`src/rtl/eb_rr_arbiter.sv`:
```
// rtl/eb_rr_arbiter.sv - N-to-1 round-robin req/ack arbiter with registered output stage
// Define EB_ARB_LOCK_EN to hold the grant on one requester until its t_last beat.
module eb_rr_arbiter #(
    parameter int N   = 4,
    parameter int W   = 32,
    parameter int IDW = (N > 1) ? $clog2(N) : 1
) (
    input  logic             clk,
    input  logic             reset_n,
    input  logic [N-1:0]     t_req,
    output logic [N-1:0]     t_ack,
    input  logic [N*W-1:0]   t_data,
    input  logic [N-1:0]     t_last,
    output logic             i_req,
    input  logic             i_ack,
    output logic [W-1:0]     i_data,
    output logic [IDW-1:0]   i_id
);

    logic           req_q;
    logic [W-1:0]   data_q;
    logic [IDW-1:0] id_q;
    logic [IDW-1:0] prio_q;
    logic [IDW-1:0] prio_d;

    logic [N-1:0]   g;
    logic [IDW-1:0] gidx;
    logic [W-1:0]   gdata;
    logic           found;
    int             k;
    logic           load;
    logic           xfer;

`ifdef EB_ARB_LOCK_EN
    typedef enum logic {UNLOCKED, LOCKED} lock_e;
    lock_e          lock_q;
    logic [IDW-1:0] lk_q;
`else
    logic unused_last;
    assign unused_last = ^t_last;
`endif

    // Rotating search: first requester at or above prio, wrapping modulo N.
    always_comb begin
        g     = '0;
        gidx  = '0;
        found = 1'b0;
        k     = 0;
`ifdef EB_ARB_LOCK_EN
        if (lock_q == LOCKED) begin
            if (t_req[lk_q]) begin
                g[lk_q] = 1'b1;
                gidx    = lk_q;
            end
        end else
`endif
        begin
            for (int i = 0; i < N; i++) begin
                k = int'(prio_q) + i;
                if (k >= N) k = k - N;
                if (!found && t_req[k]) begin
                    found = 1'b1;
                    g[k]  = 1'b1;
                    gidx  = IDW'(k);
                end
            end
        end
    end

    always_comb begin
        gdata = '0;
        for (int i = 0; i < N; i++) begin
            if (g[i]) gdata = t_data[i*W +: W];
        end
    end

    assign prio_d = (gidx == IDW'(N-1)) ? '0 : gidx + 1'b1;

    // Slot may refill in the same cycle it drains; ack is masked while in reset.
    assign load  = !req_q || i_ack;
    assign t_ack = (load && reset_n) ? g : '0;
    assign xfer  = |t_ack;

    always_ff @(posedge clk or negedge reset_n) begin
        if (!reset_n) begin
            req_q  <= 1'b0;
            data_q <= '0;
            id_q   <= '0;
            prio_q <= '0;
`ifdef EB_ARB_LOCK_EN
            lock_q <= UNLOCKED;
            lk_q   <= '0;
`endif
        end else begin
            if (xfer) begin
                req_q  <= 1'b1;
                data_q <= gdata;
                id_q   <= gidx;
                prio_q <= prio_d;
            end else if (i_ack) begin
                req_q  <= 1'b0;
            end
`ifdef EB_ARB_LOCK_EN
            if (xfer) begin
                case (lock_q)
                    UNLOCKED: if (!t_last[gidx]) begin
                        lock_q <= LOCKED;
                        lk_q   <= gidx;
                    end
                    LOCKED: if (t_last[gidx]) lock_q <= UNLOCKED;
                    default: lock_q <= UNLOCKED;
                endcase
            end
`endif
        end
    end

    assign i_req  = req_q;
    assign i_data = data_q;
    assign i_id   = id_q;

endmodule

```
`config.mk`:
```
export PLATFORM = sky130hd
export DESIGN_NAME = eb_rr_arbiter
export DESIGN_NICKNAME = d
export VERILOG_FILES = /design/src/rtl/eb_rr_arbiter.sv
export SDC_FILE = /design/constraint.sdc
export NUM_CORES = 1
export LEC_CHECK = 0
export BUFFER_PORTS_ARGS = -buffer_cell sky130_fd_sc_hd__buf_2
export CAP_MARGIN = 20
export CORE_MARGIN = 2
export CORE_UTILIZATION = 40
export CTS_CLUSTER_DIAMETER = 40
export DETAILED_ROUTE_END_ITERATION = 12
export PLACE_DENSITY = 0.71
export SLEW_MARGIN = 20
export SYNTH_ARGS = -nofsm -noshare
export SYNTH_HDL_FRONTEND = slang
export SYNTH_SLANG_ARGS = --single-unit
```
`constraint.sdc`:
```
create_clock -name clk -period 4.6 [get_ports clk]
set_input_delay 0.46 -clock clk [delete_from_list [all_inputs] [get_ports clk]]
set_output_delay 0.46 -clock clk [all_outputs]
set_load 0.02 [all_outputs]
```
==> results of run 1 <==
## cell families after synthesis
| group | after synthesis | share of synthesized area |
|---|---|---|
| AOI/OAI and AO/OA | 222 | 0.4977 |
| xor gates and xnor gates | 1 | 0.002444 |
| adders and majority gates | 6 | 0.02094 |
| buffers and inverters | 121 | 0.1396 |
| DFF | 37 | 0.2583 |
| muxes | 7 | 0.03002 |
| and+or+nand+nor | 33 | 0.05096 |
## layout make-up
| cell class | instances | area (sq um) | share of cell area |
|---|---|---|---|
| clock buffer | 5 | 68.82 | 0.01483 |
| inverter | 74 | 277.8 | 0.05985 |
| timing repair buffer | 188 | 991.0 | 0.2135 |
| tap | 108 | 135.1 | 0.02912 |
| clock inverter | 3 | 65.06 | 0.01402 |
| sequential | 37 | 925.9 | 0.1995 |
| multi-input combinational | 269 | 2177 | 0.4691 |
## routing by layer
metal | share of wire | global-route usage
met1 | 0.41 | 0.3264
met2 | 0.49 | 0.4359
met4 | 0.016 | 0.08114
met5 | 0 | 0
met3 | 0.083 | 0.05177
## through the flow
stage	area, sq um	utilization	instances	hold WS [ns]
2_1_floorplan	3585	-	427	0.1644
3_3_place_gp	4507	0.5168	676	0.4959
3_5_place_dp	4507	0.5168	676	0.5038
4_1_cts	4641	0.5321	684	0.2650
5_1_grt	4641	0.5321	684	0.2994
6_report	4641	0.5321	684	0.2560
## synthesized netlist by cell type, types with 4 or more instances
cell type / instances / area (sq um)
a32oi_2: 6 / 97.59
inv_1: 74 / 277.8
a21o_1: 36 / 270.3
a21oi_1: 36 / 180.2
nand2_1: 14 / 52.55
a21boi_0: 33 / 247.7
buf_2: 7 / 35.03
o311ai_1: 8 / 70.07
dfrtp_1: 37 / 925.9
o311ai_0: 24 / 210.2
a2111oi_0: 32 / 280.3
mux2i_1: 4 / 40.04
a32oi_1: 27 / 236.5
clkbuf_1: 33 / 123.9
buf_6: 5 / 56.30
ha_1: 6 / 75.07
nor3b_1: 4 / 30.03
## critical path: stages, from the launching register on
cell and delay [ns]:
dfrtp_1 0.68, inv_1 0.24, ha_1 0.41, or3_1 0.14, a21oi_2 0.09, o21ai_4 0.85, nand2_1 0.38, buf_4 0.36
o311ai_0 0.48, a32oi_1 0.17
## power groups by stage
stage | clock, mW | sequential (mW) | combinational [mW]
floorplan | 0 | 0.796 | 1.71
global placement | 0 | 0.625 | 2.59
detailed placement | 0 | 0.625 | 2.66
CTS | 0.351 | 0.623 | 2.67
global route | 0.361 | 0.645 | 2.91
finish | 0.344 | 0.625 | 2.69
## state kept, by name, indices dropped and copies added, names as in the netlist, named ones only
signal / count
i_req: 1
i_id: 2
prio_q: 1
i_data: 32
## worst min-delay path by stage
stage | start | to | slack [ns] | cells past startpoint
finish | reset_n | i_data[2] | 0.26 | 2
global route | reset_n | i_data[27] | 0.30 | 2
CTS | reset_n | i_data[2] | 0.27 | 2
detailed placement | i_data[22] | i_data[22] | 0.50 | 2
global placement | i_data[10] | i_data[10] | 0.50 | 2
floorplan | reset_n | asynchronous set/reset pin | 0.16 | 0
==> results by group, run 1 <==
Run status
  • Outcome: finished clean

Logic synthesis
  • Flops & latches, synth: 37
  • Synth Net Count: approximately 570
  • FFs w/ async S/R, synth: 1.000
  • Syn Area/Cell: 8.395 sq um
  • Post-synth EDFFs: 0
  • Sequential area share after synthesis: 0.2583
  • Primary FF master, synth: dfrtp_1
  • Yosys warnings: 0
  • Cell Area, Synth: approximately 3600 sq um
  • Post-synthesis cell type count: 44
  • Cells after synthesis: roughly 430

Clocking
  • CTS buffer count: 5
  • H-tree depth: 2
  • Clk slew on worst S/H paths: 0.08 ns
  • Hold Buf Count CTS: 0
  • Latest clock arrival within the worst-skew pair: 0.29 ns
  • Clock Tree Buf Depth: 2
  • TritonCTS Sinks: 37
  • Setup bufs post-CTS: 0
  • Root Driver: clkbuf_8
  • Post-CTS resize count: 0
  • CTS tree: yes

Critical path
  • R2R Setup Slk: 0.65 ns
  • Worst Setup EP: i_data[10]
  • Crit-path max FO: 35
  • Crit path DAT: between 4 and 5 ns
  • Setup crit start kind: flop
  • Worst reg2reg path endpoint: i_data[10]
  • Critical Path End Type: flop
  • Worst Path Class, Setup: flop to flop
  • Crit path required time: ~4.8 ns
  • Worst Reg-to-Reg Cells: 9

Floorplan
  • Die Wd: ~99 microns
  • Initial core utilization: 0.4110
  • Core area: ~8700 sq um
  • IO Count: 178
  • FP Rows: 34
  • Die height: about 99 microns
  • Die area: between 9000 and 10,000 sq um

Power and ir drop
  • NetSw: between 1.5 and 2 mW
  • Internal: between 1.5 and 2 mW
  • Clock share of power: 0.094
  • Comb power frac: 0.735
  • Pwr/cell area: between 700 and 800 nW/um^2
  • VDD IR-drop max: 361.3 uV
  • Tot Pwr: roughly 3.7 mW
  • Static Leak: 2.266 nW
  • Switching share of total power: 0.5378
  • Sequential Power Share: 0.171

STA
  • Setup ws final: 0.6524 ns
  • Slew @ Worst Pin: 1.050 ns
  • Fin. Hold Viols: 0
  • Part of the cycle the worst path needs: 0.8582
  • Fin crit period: 3.948 ns
  • Setup TNS: 0 ns
  • Clock Skews: roughly 0.0066 ns
  • Unrepaired setup endpoints after global routing: no
  • Final-report setup violation count: 0
  • Max Fclk: between 200 and 300 MHz
  • Slew Limit Fails: 0
  • Slew Limit Headroom: 0.2982

Final layout
  • Nets: 720
  • Fillers: between 800 and 900
  • Synth-to-Final Area Change: 29.46%
  • Share of layout cells above drive strength 1: 0.3767
  • Most common cell after layout, fill and taps aside: buf_2
  • Antenna diodes: 0
  • Highest-count cells in the layout ignoring fill and taps: 173 x buf_2, 74 x inv_1, 37 x dfrtp_1

Drt
  • Drt first pass iters: 4
  • DR vias: roughly 4,200
  • Post-detailed-route via-to-cell ratio: roughly 6
  • Drt drc: 0
  • Final wirelength: approximately 13 mm
  • Wire per inst: 19.26 microns
  • Initial DRC Count: around 220
  • Final ANT Viol Nets: 0

Job
  • Max capacitance violation total: 0

Global route
  • Initial antenna violation count: 0
  • Largest net degree at the start of global routing: 39
  • Total Routing Usage GR: 0.2557
  • Vias in the first global route: 4,169
  • GR Overflow Total: 0
  • First-pass GRT wire length: a little over 20 mm

Placement
  • DP Worst Slack: roughly 0.7 ns
  • HPWL after DPL: approximately 8.9 mm
  • # port buffers: 173
  • Placer Congestion: 0.8559

Min path
  • Hold Path Class: input pin to asynchronous set/reset pin
Note: power is estimated with default switching activity, not from simulation.
==> inputs of run 2 (changes only) <==
PLACE_DENSITY = 0.74   (was 0.71)
clock period = 3.5 ns   (was 4.6 ns; I/O delays follow)
==> results by group, run 2 (synthesized netlist as in run 1, its figures left out) <==
STA
  • Max Fclk: 302.9 MHz
  • Unrepaired setup endpoints after global routing: no
  • Final-report setup violation count: 0
  • Slew @ Worst Pin: around 0.81 ns
  • Fin. Hold Viols: 0
  • Slew Limit Headroom: 0.4605
  • Setup TNS: 0 ns
  • Hold Slack: approximately 0.13 ns
  • Part of the cycle the worst path needs: 0.9433
  • Fin crit period: roughly 3.3 ns
  • Clock Skews: approximately 0.011 ns
  • Slew Limit Fails: 0

Final layout
  • End-of-flow core utilization: 0.5405
  • Most common cell after layout, fill and taps aside: buf_2
  • Antenna diodes: 0
  • Highest-count cells in the layout ignoring fill and taps: 173 x buf_2, 74 x inv_1, 37 x dfrtp_1
  • Largest register FFs: 32
  • Synth-to-Final Area Change: 31.48%
  • Multi-input gate area: between 2000 and 2500 sq um
  • Reg area: about 900 sq um
  • Share of layout cells above drive strength 1: 0.3874
  • Fillers: about 830
  • Nets: between 700 and 800

Drt
  • Final wirelength: between 10 and 15 mm
  • Initial DRC Count: between 200 and 250
  • DR vias: around 4,200
  • Final ANT Viol Nets: 0
  • Drt first pass iters: 4
  • Post-detailed-route via-to-cell ratio: between 6 and 7
  • Wire per inst: ~19 microns
  • Drt drc: 0

Global route
  • Total Routing Usage GR: 0.2582
  • Initial antenna violation count: 0
  • Vias in the first global route: approximately 4,200
  • GR Overflow Total: 0
  • Largest net degree at the start of global routing: 39
  • First-pass GRT wire length: 20.54 mm

Floorplan
  • Initial core utilization: 0.4110
  • Die area: 9735 sq um
  • IO Count: 178
  • Die height: just under 100 microns
  • Core area: between 8000 and 9000 sq um
  • Die Wd: about 99 microns
  • FP Rows: 34

Critical path
  • Slowest-stage cell, CP: dfrtp_1
  • R2R Setup Slk: about 0.2 ns
  • Worst reg2reg path endpoint: i_data[20]
  • Crit-path max FO: 9
  • Bufs and invs on worst path: 2
  • Crit path required time: between 3 and 4 ns
  • Cell family with most CP delay: simple AND/OR/NAND/NOR gates
  • Crit path depth: 8
  • Worst Reg-to-Reg Cells: 9
  • Worst Path Class, Setup: flop to output pin
  • Worst Setup EP: t_ack[3]
  • Setup crit start: prio_q[1]
  • Crit-path max cell delay: 0.56 ns
  • R2R Path Start: prio_q[1]
  • Worst path cell trace: inv_1, ha_1, or3_1, a21oi_4, o21ai_0, and2_1, nor2_1, buf_2
  • Critical Path End Type: output pin
  • Crit path DAT: just under 3 ns
  • Setup crit start kind: flop

Power and ir drop
  • Sequential Power Share: 0.165
  • Static Leak: roughly 2.3 nW
  • Pwr/cell area: between 1000 and 1500 nW/um^2
  • NetSw: ~2.6 mW
  • Comb power frac: 0.756
  • Switching share of total power: 0.5334
  • VDD IR-drop max: approximately 550 uV
  • Clock share of power: 0.079
  • Internal: about 2.2 mW

Clocking
  • Root Driver: clkbuf_8
  • Hold Buf Count CTS: 0
  • CTS buffer count: 5
  • Clk slew on worst S/H paths: 0.09 ns
  • Clock Tree Buf Depth: 2
  • CTS tree: yes
  • Latest clock arrival within the worst-skew pair: around 0.30 ns
  • Setup bufs post-CTS: 0
  • TritonCTS Sinks: 37
  • H-tree depth: 2

Placement
  • # port buffers: ~170
  • Placer Congestion: approximately 0.9
  • HPWL after DPL: between 9 and 10 mm

Min path
  • Hold Path Class: input pin to asynchronous set/reset pin

Run status
  • Outcome: finished clean

Job
  • Max capacitance violation total: 0
[run 2: cell types whose count changed in the layout (fill, tap and decap cells not counted)]
| cell | change |
|---|---|
| buf_4 | +10 |
| a21oi_2 | -1 |
| a21oi_4 | +1 |
| buf_12 | +1 |
| bufinv_16 | -1 |
[run 2: how the worst min path moves through the flow]
stage                                  to  depth (start not counted)
4_1_cts                         i_data[6]                          2
6_report                        i_data[7]                          2
2_1_floorplan  asynchronous set/reset pin                          0
5_1_grt                         i_data[5]                          2
3_5_place_dp                    i_data[7]                          2
3_3_place_gp                    i_data[3]                          2
[run 2: worst register-to-register path: cells and delay by family, from the launching register on]
kind | cells | cell delay, ns
multiplexers | 1 | 0.46
flip-flops | 1 | 0.56
AND/OR/NAND/NOR | 1 | 0.29
buffers and inverters | 2 | 0.29
adder cells (fa/ha/maj) | 1 | 0.37
AO/OA/AOI/OAI | 4 | 1.24
[run 2: power groups by stage]
stage | registers, mW | clock network [mW] | logic [mW]
after floorplan | 1.05 | 0 | 2.25
after global placement | 0.796 | 0 | 3.52
after detailed placement | 0.796 | 0 | 3.61
after CTS | 0.791 | 0.387 | 3.62
after global routing | 0.820 | 0.399 | 3.95
final | 0.795 | 0.380 | 3.64
[run 2: cell type report]
class | count | area share
Sequential cell | 37 | 0.1964
Timing Repair Buffer | 199 | 0.2304
Multi-Input combinational cell | 269 | 0.4635
Tap cell | 108 | 0.02867
Inverter | 74 | 0.05893
Clock buffer | 5 | 0.01460
Clock inverter | 2 | 0.007433
[run 2: per-layer routing]
metal | share of wire | GRT usage | routed length [microns]
met1 | 0.40 | 0.3313 | 5248
met2 | 0.50 | 0.4359 | 6489
met3 | 0.077 | 0.04965 | 1004
met4 | 0.020 | 0.08957 | 261
met5 | 0 | 0 | 0
[run 2: stage by stage]
stage / instance area (sq um) / power, mW / cells / setup WS [ns]
2_1_floorplan: 3585 / 3.296 / 427 / 0.3530
3_3_place_gp: 4602 / 4.313 / 687 / 0.3549
3_5_place_dp: 4602 / 4.401 / 687 / 0.2415
4_1_cts: 4706 / 4.799 / 694 / 0.07273
5_1_grt: 4713 / 5.171 / 694 / 0.0008984
6_report: 4713 / 4.814 / 694 / 0.1983
[run 2: timing repair]
item,in CTS,in global routing
resized for setup,0,1
hold endpoints to repair,0,0
endpoints found under the setup margin,0,2
==> inputs of run 3 (changes only) <==
clock period = 2.9 ns   (was 3.5 ns; I/O delays follow)
==> results by group, run 3 (synthesized netlist as in run 1, its figures left out) <==
Clocking
  • TritonCTS Sinks: 37
  • CTS tree: yes
  • Hold Buf Count CTS: 0
  • Latest clock arrival within the worst-skew pair: between 0.2 and 0.3 ns
  • CTS buffer count: 5
  • H-tree depth: 2
  • Clock Tree Buf Depth: 2
  • Root Driver: clkbuf_8
  • Clk slew on worst S/H paths: roughly 0.080 ns

Critical path
  • Critical Path End Type: flop
  • Worst Path Class, Setup: flop to flop
  • Crit path DAT: 3.08 ns
  • Worst path cell trace: inv_1, ha_2, mux4_2, nor3b_2, o22ai_4, buf_4, a2111oi_1, o311ai_0, a32oi_1
  • Crit-path max cell delay: ~0.43 ns
  • Cell family with most CP delay: compound AO/OA/AOI/OAI gates
  • Crit-path max FO: 17
  • Worst Reg-to-Reg Cells: 9
  • Setup crit start kind: flop
  • Worst reg2reg path endpoint: i_data[16]
  • Crit path required time: ~3 ns
  • Bufs and invs on worst path: 2
  • R2R Setup Slk: 0.01 ns
  • Slowest-stage cell, CP: a2111oi_1

Global route
  • Vias in the first global route: 4,524
  • First-pass GRT wire length: ~22 mm
  • Largest net degree at the start of global routing: 39
  • GR Overflow Total: 0
  • Initial antenna violation count: 0
  • Total Routing Usage GR: 0.2748

Power and ir drop
  • Static Leak: between 2 and 2.5 nW
  • VDD IR-drop max: 636.3 uV
  • Pwr/cell area: 1279 nW/um^2

Floorplan
  • FP Rows: 34
  • Initial core utilization: 0.4110
  • IO Count: 178
  • Die height: roughly 99 microns
  • Die Wd: 98.67 microns
  • Core area: about 8700 sq um
  • Die area: roughly 10000 sq um

STA
  • Unrepaired setup endpoints after global routing: yes
  • Setup TNS: 0 ns
  • Fin crit period: between 2 and 3 ns
  • Slew @ Worst Pin: between 0.5 and 0.6 ns
  • Slew Limit Headroom: 0.6388
  • Max Fclk: between 300 and 400 MHz
  • Slew Limit Fails: 0
  • Part of the cycle the worst path needs: 0.9960
  • Fin. Hold Viols: 0
  • Setup ws final: between 0.01 and 0.015 ns
  • Clock Skews: around 0.0070 ns
  • Final-report setup violation count: 0

Placement
  • HPWL after DPL: a little under 10 mm
  • # port buffers: about 170
  • DP Worst Slack: -0.1038 ns
  • Placer Congestion: 0.9126

Final layout
  • Antenna diodes: 0
  • Nets: approximately 750
  • Share of layout cells above drive strength 1: 0.4238
  • Highest-count cells in the layout ignoring fill and taps: 171 x buf_2, 74 x inv_1, 36 x a21o_1, 36 x dfrtp_1
  • Largest register FFs: 32
  • Fillers: a little under 800
  • Synth-to-Final Area Change: 40.70%
  • End-of-flow core utilization: 0.5783
  • Most common cell after layout, fill and taps aside: buf_2

Run status
  • Outcome: finished clean

Drt
  • DR vias: 4,353
  • Drt drc: 0
  • Wire per inst: roughly 19 microns
  • Final wirelength: roughly 14 mm
  • Final ANT Viol Nets: 0
  • Initial DRC Count: 286
  • Drt first pass iters: 4
  • Post-detailed-route via-to-cell ratio: ~6.1

Job
  • Max capacitance violation total: 0

Min path
  • Hold Path Class: input pin to asynchronous set/reset pin
==> run 3: worst register-to-register path: stages, from the launching register on <==
cell and delay, ns:
dfrtp_2 0.38, inv_1 0.07, ha_2 0.38, mux4_2 0.38, nor3b_2 0.25, o22ai_4 0.13, buf_4 0.22, a2111oi_1 0.43
o311ai_0 0.24, a32oi_1 0.31
==> run 3: per-stage QoR <==
step	area, sq um	total power [mW]	hold WS [ns]	cells
6_report	5044	6.452	0.09249	712
5_1_grt	5044	6.924	0.1160	712
3_3_place_gp	4807	5.560	0.4158	699
2_1_floorplan	3636	4.069	-0.005591	427
3_5_place_dp	4807	5.686	0.4256	699
4_1_cts	4950	6.247	0.1038	708
==> run 3: how the worst max path moves through the flow <==
| stage | endpoint | cells past startpoint | slack [ns] | from |
|---|---|---|---|---|
| after global placement | i_data[31] | 9 | 0.13 | flop |
| after global routing | i_data[16] | 9 | -0.21 | flop |
| after CTS | t_ack[1] | 8 | -0.009 | flop |
| after floorplan | i_data[16] | 12 | 0.01 | flop |
| after detailed placement | i_data[17] | 9 | -0.10 | flop |
| final | i_data[16] | 9 | 0.01 | flop |
==> run 3: layer usage <==
layer | up-vias | part of all wire | global-route usage
li1 | 1987 | - | -
met1 | 2082 | 0.40 | 0.3506
met5 | - | 0 | 0
met2 | 253 | 0.50 | 0.4662
met3 | 31 | 0.073 | 0.04397
met4 | 0 | 0.021 | 0.1085
==> run 3: what timing repair did <==
action	CTS	global route
setup buffers	1	3
pin swaps	0	2
gates cloned	0	1
endpoints found under the setup margin	6	40
resized for setup	6	20
==> run 3: cell type report <==
type | count | area (sq um) | share of cell area
Inverter | 74 | 277.8 | 0.05507
Tap cell | 108 | 135.1 | 0.02679
Clock buffer | 7 | 86.33 | 0.01712
Clock inverter | 1 | 30.03 | 0.005954
Sequential cell | 37 | 927.1 | 0.1838
Multi-Input combinational cell | 270 | 2297 | 0.4555
Timing Repair Buffer | 215 | 1290 | 0.2558
==> run 3: power breakdown <==
part	switching, mW	internal, mW	leakage (nW)
clock	0.204	0.281	0.0585
combinational	2.96	2.06	1.97
sequential	0.150	0.799	0.414
